File: config.mk
export PLATFORM = sky130hd
export DESIGN_NAME = la_miner_ctrl_flat
export DESIGN_NICKNAME = d
export VERILOG_FILES = /design/src/rtl/la_miner_ctrl_pkg.sv /design/src/rtl/la_miner_ctrl_if.sv /design/src/rtl/la_miner_ctrl_cmd_capture.sv /design/src/rtl/la_miner_ctrl.sv /design/src/flat_wrapper.sv
export SDC_FILE = /design/constraint.sdc
export NUM_CORES = 1
export LEC_CHECK = 0
export CORE_MARGIN = 5
export CORE_UTILIZATION = 30
export CTS_BUF_LIST = sky130_fd_sc_hd__clkbuf_16
export DETAILED_ROUTE_END_ITERATION = 16
export PLACE_DENSITY = 0.45
export SLEW_MARGIN = 20
export SYNTH_ARGS = -nofsm -noshare
export SYNTH_HDL_FRONTEND = slang
export SYNTH_HIERARCHICAL = 1
export SYNTH_SLANG_ARGS = --single-unit
File: constraint.sdc
create_clock -name wb_clk_i -period 9 [get_ports wb_clk_i]
set_input_delay 1.8 -clock wb_clk_i [delete_from_list [all_inputs] [get_ports wb_clk_i]]
set_output_delay 1.8 -clock wb_clk_i [all_outputs]
set_load 0.02 [all_outputs]
File: src/rtl/la_miner_ctrl_pkg.sv
// Shared constants for the LA miner command front end: opcodes, FSM codes,
// LA bit positions and the status-word builder.
package miner_la_pkg;

    localparam logic [2:0] OP_NOP       = 3'd0;
    localparam logic [2:0] OP_LOAD_WORD = 3'd1;
    localparam logic [2:0] OP_SET_NONCE = 3'd2;
    localparam logic [2:0] OP_START     = 3'd3;
    localparam logic [2:0] OP_ABORT     = 3'd4;
    localparam logic [2:0] OP_CLEAR_ERR = 3'd5;

    localparam logic [1:0] ST_IDLE = 2'd0;
    localparam logic [1:0] ST_LOAD = 2'd1;
    localparam logic [1:0] ST_RUN  = 2'd2;
    localparam logic [1:0] ST_DONE = 2'd3;

    localparam int LA_OP_LSB   = 32;
    localparam int LA_IDX_LSB  = 40;
    localparam int LA_STRB_BIT = 63;

    localparam int LA_BUSY_BIT  = 32;
    localparam int LA_DONE_BIT  = 33;
    localparam int LA_FOUND_BIT = 34;
    localparam int LA_ERR_BIT   = 35;
    localparam int LA_IRQ_BIT   = 36;

    localparam logic [7:0] STATUS_TAG_DEFAULT = 8'hAB;

    function automatic logic [15:0] status_word(input logic [7:0] tag,
                                                input logic [1:0] st,
                                                input logic       found);
        return {tag, 2'b01, st, 3'b000, found};
    endfunction

endpackage

File: src/rtl/la_miner_ctrl_if.sv
// Header-stream and job-control bus between the LA front end (master)
// and the SHA3 miner core (slave).
interface la_miner_ctrl_if #(
    parameter int WORD_W = 32
) ();
    logic              hdr_valid;
    logic [7:0]        hdr_idx;
    logic [WORD_W-1:0] hdr_data;
    logic              hdr_ready;
    logic              core_start;
    logic [WORD_W-1:0] nonce_start;
    logic              core_abort;
    logic              core_done;
    logic              core_found;
    logic [WORD_W-1:0] core_nonce;

    modport master (
        output hdr_valid, hdr_idx, hdr_data, core_start, nonce_start, core_abort,
        input  hdr_ready, core_done, core_found, core_nonce
    );

    modport slave (
        input  hdr_valid, hdr_idx, hdr_data, core_start, nonce_start, core_abort,
        output hdr_ready, core_done, core_found, core_nonce
    );
endinterface

File: src/rtl/la_miner_ctrl_cmd_capture.sv
// Two-stage LA command register with oenb field masking and strobe-toggle
// detection; emits one-cycle cmd_fire with the decoded fields.
module la_cmd_capture
    import miner_la_pkg::*;
#(
    parameter int WORD_W = 32
) (
    input  logic              clk_i,
    input  logic              rst_i,
    input  logic [127:0]      la_data_i,
    input  logic [127:0]      la_oenb_i,
    output logic              cmd_fire_o,
    output logic [2:0]        cmd_op_o,
    output logic [7:0]        cmd_idx_o,
    output logic [WORD_W-1:0] cmd_data_o
);
    logic              strb_in_s;
    logic [2:0]        op_in_s;
    logic [7:0]        idx_in_s;
    logic [WORD_W-1:0] data_in_s;
    logic              unused_s;

    logic              strb_q;
    logic              strb_qq;
    logic [2:0]        op_q;
    logic [7:0]        idx_q;
    logic [WORD_W-1:0] data_q;

    assign data_in_s = (la_oenb_i[WORD_W-1:0] == {WORD_W{1'b0}}) ? la_data_i[WORD_W-1:0] : {WORD_W{1'b0}};
    assign op_in_s   = (la_oenb_i[LA_OP_LSB +: 3] == 3'd0) ? la_data_i[LA_OP_LSB +: 3] : 3'd0;
    assign idx_in_s  = (la_oenb_i[LA_IDX_LSB +: 8] == 8'd0) ? la_data_i[LA_IDX_LSB +: 8] : 8'd0;
    assign strb_in_s = la_data_i[LA_STRB_BIT] & ~la_oenb_i[LA_STRB_BIT];

    assign unused_s = ^{la_data_i[127:64], la_data_i[62:48], la_data_i[39:35],
                        la_oenb_i[127:64], la_oenb_i[62:48], la_oenb_i[39:35]};

    // Reset preloads both strobe stages from the pin so a held strobe level never fires.
    always_ff @(posedge clk_i) begin
        if (rst_i) begin
            strb_q  <= strb_in_s;
            strb_qq <= strb_in_s;
            op_q    <= 3'd0;
            idx_q   <= 8'd0;
            data_q  <= {WORD_W{1'b0}};
        end else begin
            strb_q  <= strb_in_s;
            strb_qq <= strb_q;
            op_q    <= op_in_s;
            idx_q   <= idx_in_s;
            data_q  <= data_in_s;
        end
    end

    assign cmd_fire_o = strb_q ^ strb_qq;
    assign cmd_op_o   = op_q;
    assign cmd_idx_o  = idx_q;
    assign cmd_data_o = data_q;

endmodule

File: src/rtl/la_miner_ctrl.sv
// LA command front end for the SHA3-256 miner: header buffer, job FSM, result capture.
// Optional LA_MINER_IRQ_EN adds an irq pulse on DONE entry and a pending bit on la_data_out[36].
module la_miner_ctrl
    import miner_la_pkg::*;
#(
    parameter int         HDR_WORDS  = 19,
    parameter int         WORD_W     = 32,
    parameter logic [7:0] STATUS_TAG = STATUS_TAG_DEFAULT
) (
    input  logic         wb_clk_i,
    input  logic         wb_rst_i,
    input  logic [127:0] la_data_in,
    input  logic [127:0] la_oenb,
    output logic [127:0] la_data_out,
    output logic [15:0]  status_o,
`ifdef LA_MINER_IRQ_EN
    output logic         irq,
`endif
    la_miner_ctrl_if.master core
);
    localparam int         IDX_W    = (HDR_WORDS > 1) ? $clog2(HDR_WORDS) : 1;
    localparam logic [7:0] LAST_IDX = 8'(HDR_WORDS - 1);

    logic              cmd_fire_s;
    logic [2:0]        cmd_op_s;
    logic [7:0]        cmd_idx_s;
    logic [WORD_W-1:0] cmd_data_s;

    logic [1:0]        state_q, state_d;
    logic [7:0]        widx_q, widx_d;
    logic [WORD_W-1:0] nonce_q, nonce_d;
    logic [WORD_W-1:0] res_q, res_d;
    logic              found_q, found_d;
    logic              done_q, done_d;
    logic              err_q, err_d;
    logic              start_q, start_d;
    logic              abort_q, abort_d;
    logic [WORD_W-1:0] hdr_q [HDR_WORDS];
    logic              hdr_we_s;
    logic              busy_s, hdr_valid_s, abort_s;
    logic [127:0]      la_out_s;
`ifdef LA_MINER_IRQ_EN
    logic              irq_q, irq_d;
    logic              pend_q, pend_d;
`endif

    la_cmd_capture #(.WORD_W(WORD_W)) u_cap (
        .clk_i      (wb_clk_i),
        .rst_i      (wb_rst_i),
        .la_data_i  (la_data_in),
        .la_oenb_i  (la_oenb),
        .cmd_fire_o (cmd_fire_s),
        .cmd_op_o   (cmd_op_s),
        .cmd_idx_o  (cmd_idx_s),
        .cmd_data_o (cmd_data_s)
    );

    assign busy_s      = (state_q == ST_LOAD) || (state_q == ST_RUN);
    assign hdr_valid_s = (state_q == ST_LOAD);
    assign abort_s     = cmd_fire_s && (cmd_op_s == OP_ABORT) && busy_s;

    // Job FSM and command execution; ABORT outranks both the handshake and core_done.
    always_comb begin
        state_d  = state_q;
        widx_d   = widx_q;
        nonce_d  = nonce_q;
        res_d    = res_q;
        found_d  = found_q;
        done_d   = done_q;
        err_d    = err_q;
        start_d  = 1'b0;
        abort_d  = 1'b0;
        hdr_we_s = 1'b0;
`ifdef LA_MINER_IRQ_EN
        irq_d    = 1'b0;
        pend_d   = pend_q;
`endif
        case (state_q)
            ST_LOAD: begin
                if (abort_s) begin
                    state_d = ST_IDLE;
                    abort_d = 1'b1;
                end else if (core.hdr_ready) begin
                    if (widx_q == LAST_IDX) begin
                        state_d = ST_RUN;
                        start_d = 1'b1;
                    end else begin
                        widx_d = widx_q + 8'd1;
                    end
                end else begin
                    state_d = ST_LOAD;
                end
            end
            ST_RUN: begin
                if (abort_s) begin
                    state_d = ST_IDLE;
                    abort_d = 1'b1;
                end else if (core.core_done) begin
                    state_d = ST_DONE;
                    found_d = core.core_found;
                    res_d   = core.core_nonce;
                    done_d  = 1'b1;
`ifdef LA_MINER_IRQ_EN
                    irq_d   = 1'b1;
`endif
                end else begin
                    state_d = ST_RUN;
                end
            end
            default: begin
                state_d = state_q;
            end
        endcase

        if (cmd_fire_s && !abort_s) begin
            case (cmd_op_s)
                OP_NOP:   begin end
                OP_ABORT: begin end
                OP_LOAD_WORD: begin
                    if (busy_s || (cmd_idx_s > LAST_IDX)) err_d = 1'b1;
                    else                                 hdr_we_s = 1'b1;
                end
                OP_SET_NONCE: begin
                    if (busy_s) err_d = 1'b1;
                    else        nonce_d = cmd_data_s;
                end
                OP_START: begin
                    if (busy_s) begin
                        err_d = 1'b1;
                    end else begin
                        state_d = ST_LOAD;
                        widx_d  = 8'd0;
                        done_d  = 1'b0;
                        found_d = 1'b0;
                    end
                end
                OP_CLEAR_ERR: begin
                    err_d  = 1'b0;
`ifdef LA_MINER_IRQ_EN
                    pend_d = 1'b0;
`endif
                end
                default: err_d = 1'b1;
            endcase
        end else begin
            err_d = err_d;
        end

`ifdef LA_MINER_IRQ_EN
        if (irq_d) pend_d = 1'b1;
        else       pend_d = pend_d;
`endif
    end

    // State and result registers.
    always_ff @(posedge wb_clk_i) begin
        if (wb_rst_i) begin
            state_q <= ST_IDLE;
            widx_q  <= 8'd0;
            nonce_q <= {WORD_W{1'b0}};
            res_q   <= {WORD_W{1'b0}};
            found_q <= 1'b0;
            done_q  <= 1'b0;
            err_q   <= 1'b0;
            start_q <= 1'b0;
            abort_q <= 1'b0;
`ifdef LA_MINER_IRQ_EN
            irq_q   <= 1'b0;
            pend_q  <= 1'b0;
`endif
        end else begin
            state_q <= state_d;
            widx_q  <= widx_d;
            nonce_q <= nonce_d;
            res_q   <= res_d;
            found_q <= found_d;
            done_q  <= done_d;
            err_q   <= err_d;
            start_q <= start_d;
            abort_q <= abort_d;
`ifdef LA_MINER_IRQ_EN
            irq_q   <= irq_d;
            pend_q  <= pend_d;
`endif
        end
    end

    // Header register file.
    always_ff @(posedge wb_clk_i) begin
        if (wb_rst_i) begin
            for (int i = 0; i < HDR_WORDS; i++) hdr_q[i] <= {WORD_W{1'b0}};
        end else if (hdr_we_s) begin
            hdr_q[cmd_idx_s[IDX_W-1:0]] <= cmd_data_s;
        end
    end

    // LA readback word assembled from registered state only.
    always_comb begin
        la_out_s               = 128'd0;
        la_out_s[WORD_W-1:0]   = res_q;
        la_out_s[LA_BUSY_BIT]  = busy_s;
        la_out_s[LA_DONE_BIT]  = done_q;
        la_out_s[LA_FOUND_BIT] = found_q;
        la_out_s[LA_ERR_BIT]   = err_q;
`ifdef LA_MINER_IRQ_EN
        la_out_s[LA_IRQ_BIT]   = pend_q;
`endif
    end

    assign la_data_out      = la_out_s;
    assign status_o         = status_word(STATUS_TAG, state_q, found_q);
    assign core.hdr_valid   = hdr_valid_s;
    assign core.hdr_idx     = hdr_valid_s ? widx_q : 8'd0;
    assign core.hdr_data    = hdr_valid_s ? hdr_q[widx_q[IDX_W-1:0]] : {WORD_W{1'b0}};
    assign core.core_start  = start_q;
    assign core.core_abort  = abort_q;
    assign core.nonce_start = nonce_q;
`ifdef LA_MINER_IRQ_EN
    assign irq              = irq_q;
`endif

endmodule

File: src/flat_wrapper.sv
// flat-port wrapper written by rule: the top's interface ports become plain ports
module la_miner_ctrl_flat import miner_la_pkg::*;
#(
    parameter int         HDR_WORDS  = 19,
    parameter int         WORD_W     = 32,
    parameter logic [7:0] STATUS_TAG = STATUS_TAG_DEFAULT
)
  (wb_clk_i, wb_rst_i, la_data_in, la_oenb, la_data_out, status_o, core_hdr_valid, core_hdr_idx, core_hdr_data, core_core_start, core_nonce_start, core_core_abort, core_hdr_ready, core_core_done, core_core_found, core_core_nonce);
  la_miner_ctrl_if #(.WORD_W(WORD_W)) core_i ();
  input  logic wb_clk_i;
  input  logic wb_rst_i;
  input  logic [127:0] la_data_in;
  input  logic [127:0] la_oenb;
  output logic [127:0] la_data_out;
  output logic [15:0] status_o;
  output wire logic [$bits(core_i.hdr_valid)-1:0] core_hdr_valid;
  output wire logic [$bits(core_i.hdr_idx)-1:0] core_hdr_idx;
  output wire logic [$bits(core_i.hdr_data)-1:0] core_hdr_data;
  output wire logic [$bits(core_i.core_start)-1:0] core_core_start;
  output wire logic [$bits(core_i.nonce_start)-1:0] core_nonce_start;
  output wire logic [$bits(core_i.core_abort)-1:0] core_core_abort;
  input wire logic [$bits(core_i.hdr_ready)-1:0] core_hdr_ready;
  input wire logic [$bits(core_i.core_done)-1:0] core_core_done;
  input wire logic [$bits(core_i.core_found)-1:0] core_core_found;
  input wire logic [$bits(core_i.core_nonce)-1:0] core_core_nonce;
  assign core_hdr_valid = core_i.hdr_valid;
  assign core_hdr_idx = core_i.hdr_idx;
  assign core_hdr_data = core_i.hdr_data;
  assign core_core_start = core_i.core_start;
  assign core_nonce_start = core_i.nonce_start;
  assign core_core_abort = core_i.core_abort;
  assign core_i.hdr_ready = core_hdr_ready;
  assign core_i.core_done = core_core_done;
  assign core_i.core_found = core_core_found;
  assign core_i.core_nonce = core_core_nonce;
  la_miner_ctrl #(.HDR_WORDS(HDR_WORDS), .WORD_W(WORD_W), .STATUS_TAG(STATUS_TAG)) u_core (.wb_clk_i(wb_clk_i), .wb_rst_i(wb_rst_i), .la_data_in(la_data_in), .la_oenb(la_oenb), .la_data_out(la_data_out), .status_o(status_o), .core(core_i));
endmodule
# == Word-level counts from Yosys, hierarchy flattened ==
# Memory sizes are Yosys's and may differ from the RTL's. A register that Yosys moved wholly into a read port is not among the register bits.
# Cells that the tools add are included.
# totals
register_bits,124
out_inout_bits,219
in_bits,293
ram_bits,608
mem_count,1
elab_cells,109
# mem_list
memory,words,width,read_ports,rd_clocked_by_memory_dff,wr,line_no,source
u_core.hdr_q,19,32,1,1,19,la_miner_ctrl.sv:38,logic [WORD_W-1:0] hdr_q [HDR_WORDS];
# classes
reduce_logical,22
n_lt_le_gt_ge,1
add_sub_neg,1
bitwise_logic,12
n_eq_ne,10
muxes,48
# ops
op,count
$mux 32,2
$mux 8,8
$logic_not 32->1,1
$reduce_or 32->1,1
$mux 1,27
$mux 2,7
$reduce_or 2->1,7
$mux 5,2
$not 1->1,10
$add 8x1->8 const B,1
$eq 8x5->1 const B,1
$gt 8x5->1 const B,1
$logic_not 8->1,1
$eq 3x2->1 const B,2
$eq 3x3->1 const B,2
$logic_not 3->1,2
$reduce_and 3->1,2
$ne 2x1->1 const B,2
$pmux 1 s4,1
$pmux 2 s2,1
$reduce_and 4->1,1
$reduce_or 4->1,1
$eq 3x1->1 const B,1
$logic_and 1x1->1,3
6 further kinds,7

# == Depth between registers and ports, before layout ==
# logic_depth
depth_word,11
ltp_mapped,11
mapped_depth_nobuf,7

# == Modules after synthesis ==
# Netlist, hierarchy kept.
# by_module_without_submodules
module,area_each_um2,cells_each,seq_area_each_um2,instances
la_miner_ctrl,47484.3,3113,32010.7,1
la_cmd_capture,1470.2,148,900.9,1

# == Least setup slack after synthesis ==
# OpenSTA, ideal clock, no wires.
# synth_path
path_kind,input port to flip-flop
start,input port wb_rst_i
end,memory u_core.hdr_q[16][0] (enable)
n_path_buf,1
cell_stages,3
slack_ps,2854
t_required_ps,8489
t_arrival_ps,5635
setup_ps,511
path_cell_list,or3_1 buf_6 o41ai_1
# synth_rtl
element,line_no,source
start: declaration,flat_wrapper.sv:11,input logic wb_rst_i;
end: declaration,la_miner_ctrl.sv:38,

==> Implementation_results.wiki <==
{| class="wikitable"
! Metric !! Value
|-
| Run status || complete, no violations
|-
| Routed length per instance || 23.1 µm
|-
| Number of filler instances in the final layout || 15,900
|-
| Setup repair after global routing missed its margin || false
|-
| Arithmetic-cell share of the synthesized area counting full adders, half adders and majority gates || 0.102%
|-
| First-pass GRT wire length || 206,000 µm
|-
| Primary flip-flop cell chosen by synthesis mapping || sky130_fd_sc_hd__edfxtp_1
|-
| Final setup violation count || 0
|-
| Layout cell share with drive strength beyond 1 || 15.9%
|-
| Multiplexer area fraction after synthesis || 13.8%
|-
| Area of the die || 171,000 µm²
|-
| Worst-case clock skew || 0.0210 ns
|-
| Fraction of registers with async set/reset || 0%
|-
| Number of detailed-routing iterations run before antenna repair || 5
|-
| Syn Std Cell Area || 49,000 µm²
|-
| Top-area cell type share of the netlist area || 60.8%
|-
| Number of antenna violations at the first check in global routing || 9
|-
| Fin. max-slew vios || 0
|-
| Sequential cell area in the final layout || 32,900 µm²
|-
| Half-perimeter wire length after placement || 83,200 µm
|-
| Power Total || 0.0115 W
|-
| Final hold violation count || 0
|-
| Area Growth Syn to Fin || 20.4%
|-
| Final worst path period share || 71.0%
|-
| Final net count || 4,149
|-
| Sum of negative setup slack || 0 ns
|-
| Die height || 414 µm
|-
| Clock tree from TritonCTS || yes
|-
| Dpl cells || 5,892
|-
| Synthesized instance count || 3,261
|-
| Kind of start point of the critical path || register
|-
| Number of H-tree levels || 4
|-
| Wire length after detailed routing || 142,000 µm
|-
| Number of top-level design ports || 512
|-
| PwrDens || 195 nW/µm²
|-
| Top cell type by total area after synthesis || sky130_fd_sc_hd__edfxtp_1
|-
| GRT Residual Overflow || 0
|-
| Number of synthesized flops with an enable pin || 992
|-
| Number of clock sinks || 1,148
|-
| Remaining number of nets flagged by the antenna check after routing || 0
|-
| Width of the die || 414 µm
|-
| Global router's overall resource usage || 16.5%
|-
| Max clock buf depth || 3
|-
| Cell at the root of the clock tree || sky130_fd_sc_hd__clkbuf_16
|-
| Standard-cell rows || 148
|-
| Most frequent cell after synthesis || sky130_fd_sc_hd__edfxtp_1
|-
| Post-Synth XOR/XNOR Area || 0.0895%
|-
| Maximum operating frequency || 156 MHz
|-
| Number of unique standard cell types used by synthesis || 63
|-
| Leakage power total || 21.4 nW
|-
| Number of synthesized register bits || 1,148
|-
| Maximum number of pins on one net before global-route repair || 160
|-
| Hold Crit Class || register to register
|-
| Mean number of vias per cell || 4.64
|-
| # port buffers || 238
|-
| Arrival time worst endpoint || 4.59 ns
|-
| Number of buffers inserted during clock tree synthesis || 133
|-
| Sequential share of the synthesized area || 67.2%
|-
| Post-Route Utilization || 36.2%
|-
| Multi-input gate area || 15,900 µm²
|-
| # Max-Cap Violations || 0
|-
| Endpoint class of the critical path || output pin
|-
| First DRT Iteration DRCs || 1,893
|-
| Starting density of the core || 30.1%
|-
| Ranking of synthesized cells by area || sky130_fd_sc_hd__edfxtp_1 (61%), sky130_fd_sc_hd__mux4_2 (10%), sky130_fd_sc_hd__dfxtp_1 (6.4%)
|-
| Number of global-route vias before repair || 29,400
|-
| Clock period minus final worst setup slack || 6.39 ns
|-
| Core Region || 163,000 µm²
|-
| Relative max-transition margin || 24.4%
|-
| Post-synthesis share of cell area spent on and, or, nand and nor gates || 10.8%
|-
| Total vias in the final route || 28,500
|-
| Hold-fix buffers, CTS || 0
|-
| Syn Area/Cell || 15.0 µm²
|-
| Dominant combinational cell family by area after synthesis || multiplexers
|-
| Number of resized instances in the post-cts repair step || 0
|-
| Kind of critical path || register to output pin
|-
| Synthesized-area fraction occupied by ao, oa, aoi and oai cells || 3.27%
|-
| Number of standard cells in the layout, taps in and fillers out || 6,140
|-
| Clock transition time at the flip-flop clock pins of the worst setup and hold paths || 0.06 ns
|-
| Setup fix buffers added after clock tree synthesis || 0
|-
| Warnings, synthesis || 6
|-
| Peak ir drop on the vdd network || 0.205 mV
|-
| DR DRC count || 0
|-
| Top cell types by occurrence after synthesis || sky130_fd_sc_hd__edfxtp_1 (992), sky130_fd_sc_hd__and3_1 (309), sky130_fd_sc_hd__nand2_1 (246)
|-
| CP Max Fanout || 50
|-
| Final estimated routing congestion in global placement || 0.747
|-
| Transition at the pin with the smallest max-transition slack || 1.13 ns
|-
| Insertion delay to the later sink of the worst-skew pair || 0.77 ns
|-
| CP required || 7.20 ns
|}
-- cells by family (layout without fill, tap and decap cells) --
family	after synthesis	in the layout
fa+ha+maj	4	4
mux	384	384
other cells	2	527
buf+inv	439	618
flops	1148	1148
compound gates	260	260
simple gates	1019	1019
xor+xnor	5	5
-- per-layer routing --
layer / routed length [µm] / part of all wire [%] / vias to the layer above / GRT usage (%)
met5: 0 / 0 / - / 0
met4: 2460 / 1.7 / 0 / 4.16
met3: 6560 / 4.6 / 155 / 2.28
met2: 69600 / 49 / 688 / 27.9
met1: 63000 / 44 / 14700 / 22.4
li1: - / - / 12900 / -
-- area by class of cell --
type / count / share of cell area, %
multi-input cells: 2193 / 27.0
well taps: 2175 / 4.62
repair buffers: 321 / 5.20
diodes: 6 / 0.0255
flip-flops and latches: 1148 / 55.9
clock buffers: 138 / 5.86
inverters: 55 / 0.350
clock inverters: 104 / 1.10
-- state kept, by name, summed over array words and instances (netlist names) --
register,count
u_core/done_q,1
u_core/u_cap/strb_q,1
u_core/core.core_abort,1
u_core/err_q,1
u_core/state_q,2
u_core/core.core_start,1
u_core/found_q,1
u_core/res_q,32
u_core/core.nonce_start,32
u_core/widx_q,8
u_core/hdr_q,1024
u_core/u_cap/cmd_op_o,3
u_core/u_cap/cmd_idx_o,8
u_core/u_cap/cmd_data_o,32
u_core/u_cap/strb_qq,1
-- report_power, final --
part / switching [W] / internal [W]
clock: 0.00218 / 0.00292
sequential: 0.0000461 / 0.00595
combinational: 0.000243 / 0.000153
total: 0.00247 / 0.00902
-- cells in the final DEF, fill, tap and decap left out, types with 30 or more instances in the layout --
cell type,count
sky130_fd_sc_hd__nor4_1,40
sky130_fd_sc_hd__clkbuf_16,138
sky130_fd_sc_hd__and2_1,134
sky130_fd_sc_hd__nand3_1,36
sky130_fd_sc_hd__mux4_2,223
sky130_fd_sc_hd__mux2i_1,69
sky130_fd_sc_hd__edfxtp_1,992
sky130_fd_sc_hd__a22o_1,30
sky130_fd_sc_hd__clkdlybuf4s50_1,237
sky130_fd_sc_hd__nor2_1,193
sky130_fd_sc_hd__and3_1,309
sky130_fd_sc_hd__inv_1,94
sky130_fd_sc_hd__nand2_1,244
sky130_fd_sc_hd__o21ai_0,43
sky130_fd_sc_hd__dfxtp_1,151
sky130_fd_sc_hd__conb_1,521
sky130_fd_sc_hd__a21oi_1,90
sky130_fd_sc_hd__o22ai_1,60
sky130_fd_sc_hd__mux2_2,92
sky130_fd_sc_hd__buf_4,79
-- through the flow --
step	setup WS [ns]	hold slack, ns	instance area (µm²)
6_report	2.61	0.451	58900
5_1_grt	2.43	0.471	58900
4_1_cts	2.50	0.454	58900
3_5_place_dp	3.34	0.445	54800
3_3_place_gp	3.37	0.442	54800
2_1_floorplan	2.85	0.429	50900
-- critical path: stages (launching register included) --
cell,delay [ns]
sky130_fd_sc_hd__dfxtp_4,0.48
sky130_fd_sc_hd__buf_4,0.70
sky130_fd_sc_hd__buf_4,0.66
sky130_fd_sc_hd__mux4_2,0.41
sky130_fd_sc_hd__mux4_2,0.47
sky130_fd_sc_hd__o22ai_1,0.24
sky130_fd_sc_hd__nor2_1,0.19
sky130_fd_sc_hd__clkdlybuf4s50_1,0.58
-- final timing paths --
path | start | to | slack (ns) | cells after the start
worst min-delay path | u_core/hdr_q[18][19] | u_core/hdr_q[18][19] | 0.45 | 2
worst min register to register | u_core/hdr_q[18][19] | u_core/hdr_q[18][19] | 0.45 | 2
worst max-delay path | u_core/widx_q[1] | core_hdr_data[23] | 2.61 | 7
worst max register to register | u_core/state_q[0] | u_core/hdr_q[14][17] | 4.54 | 9
No activity file was read; power rests on OpenSTA's default activity.
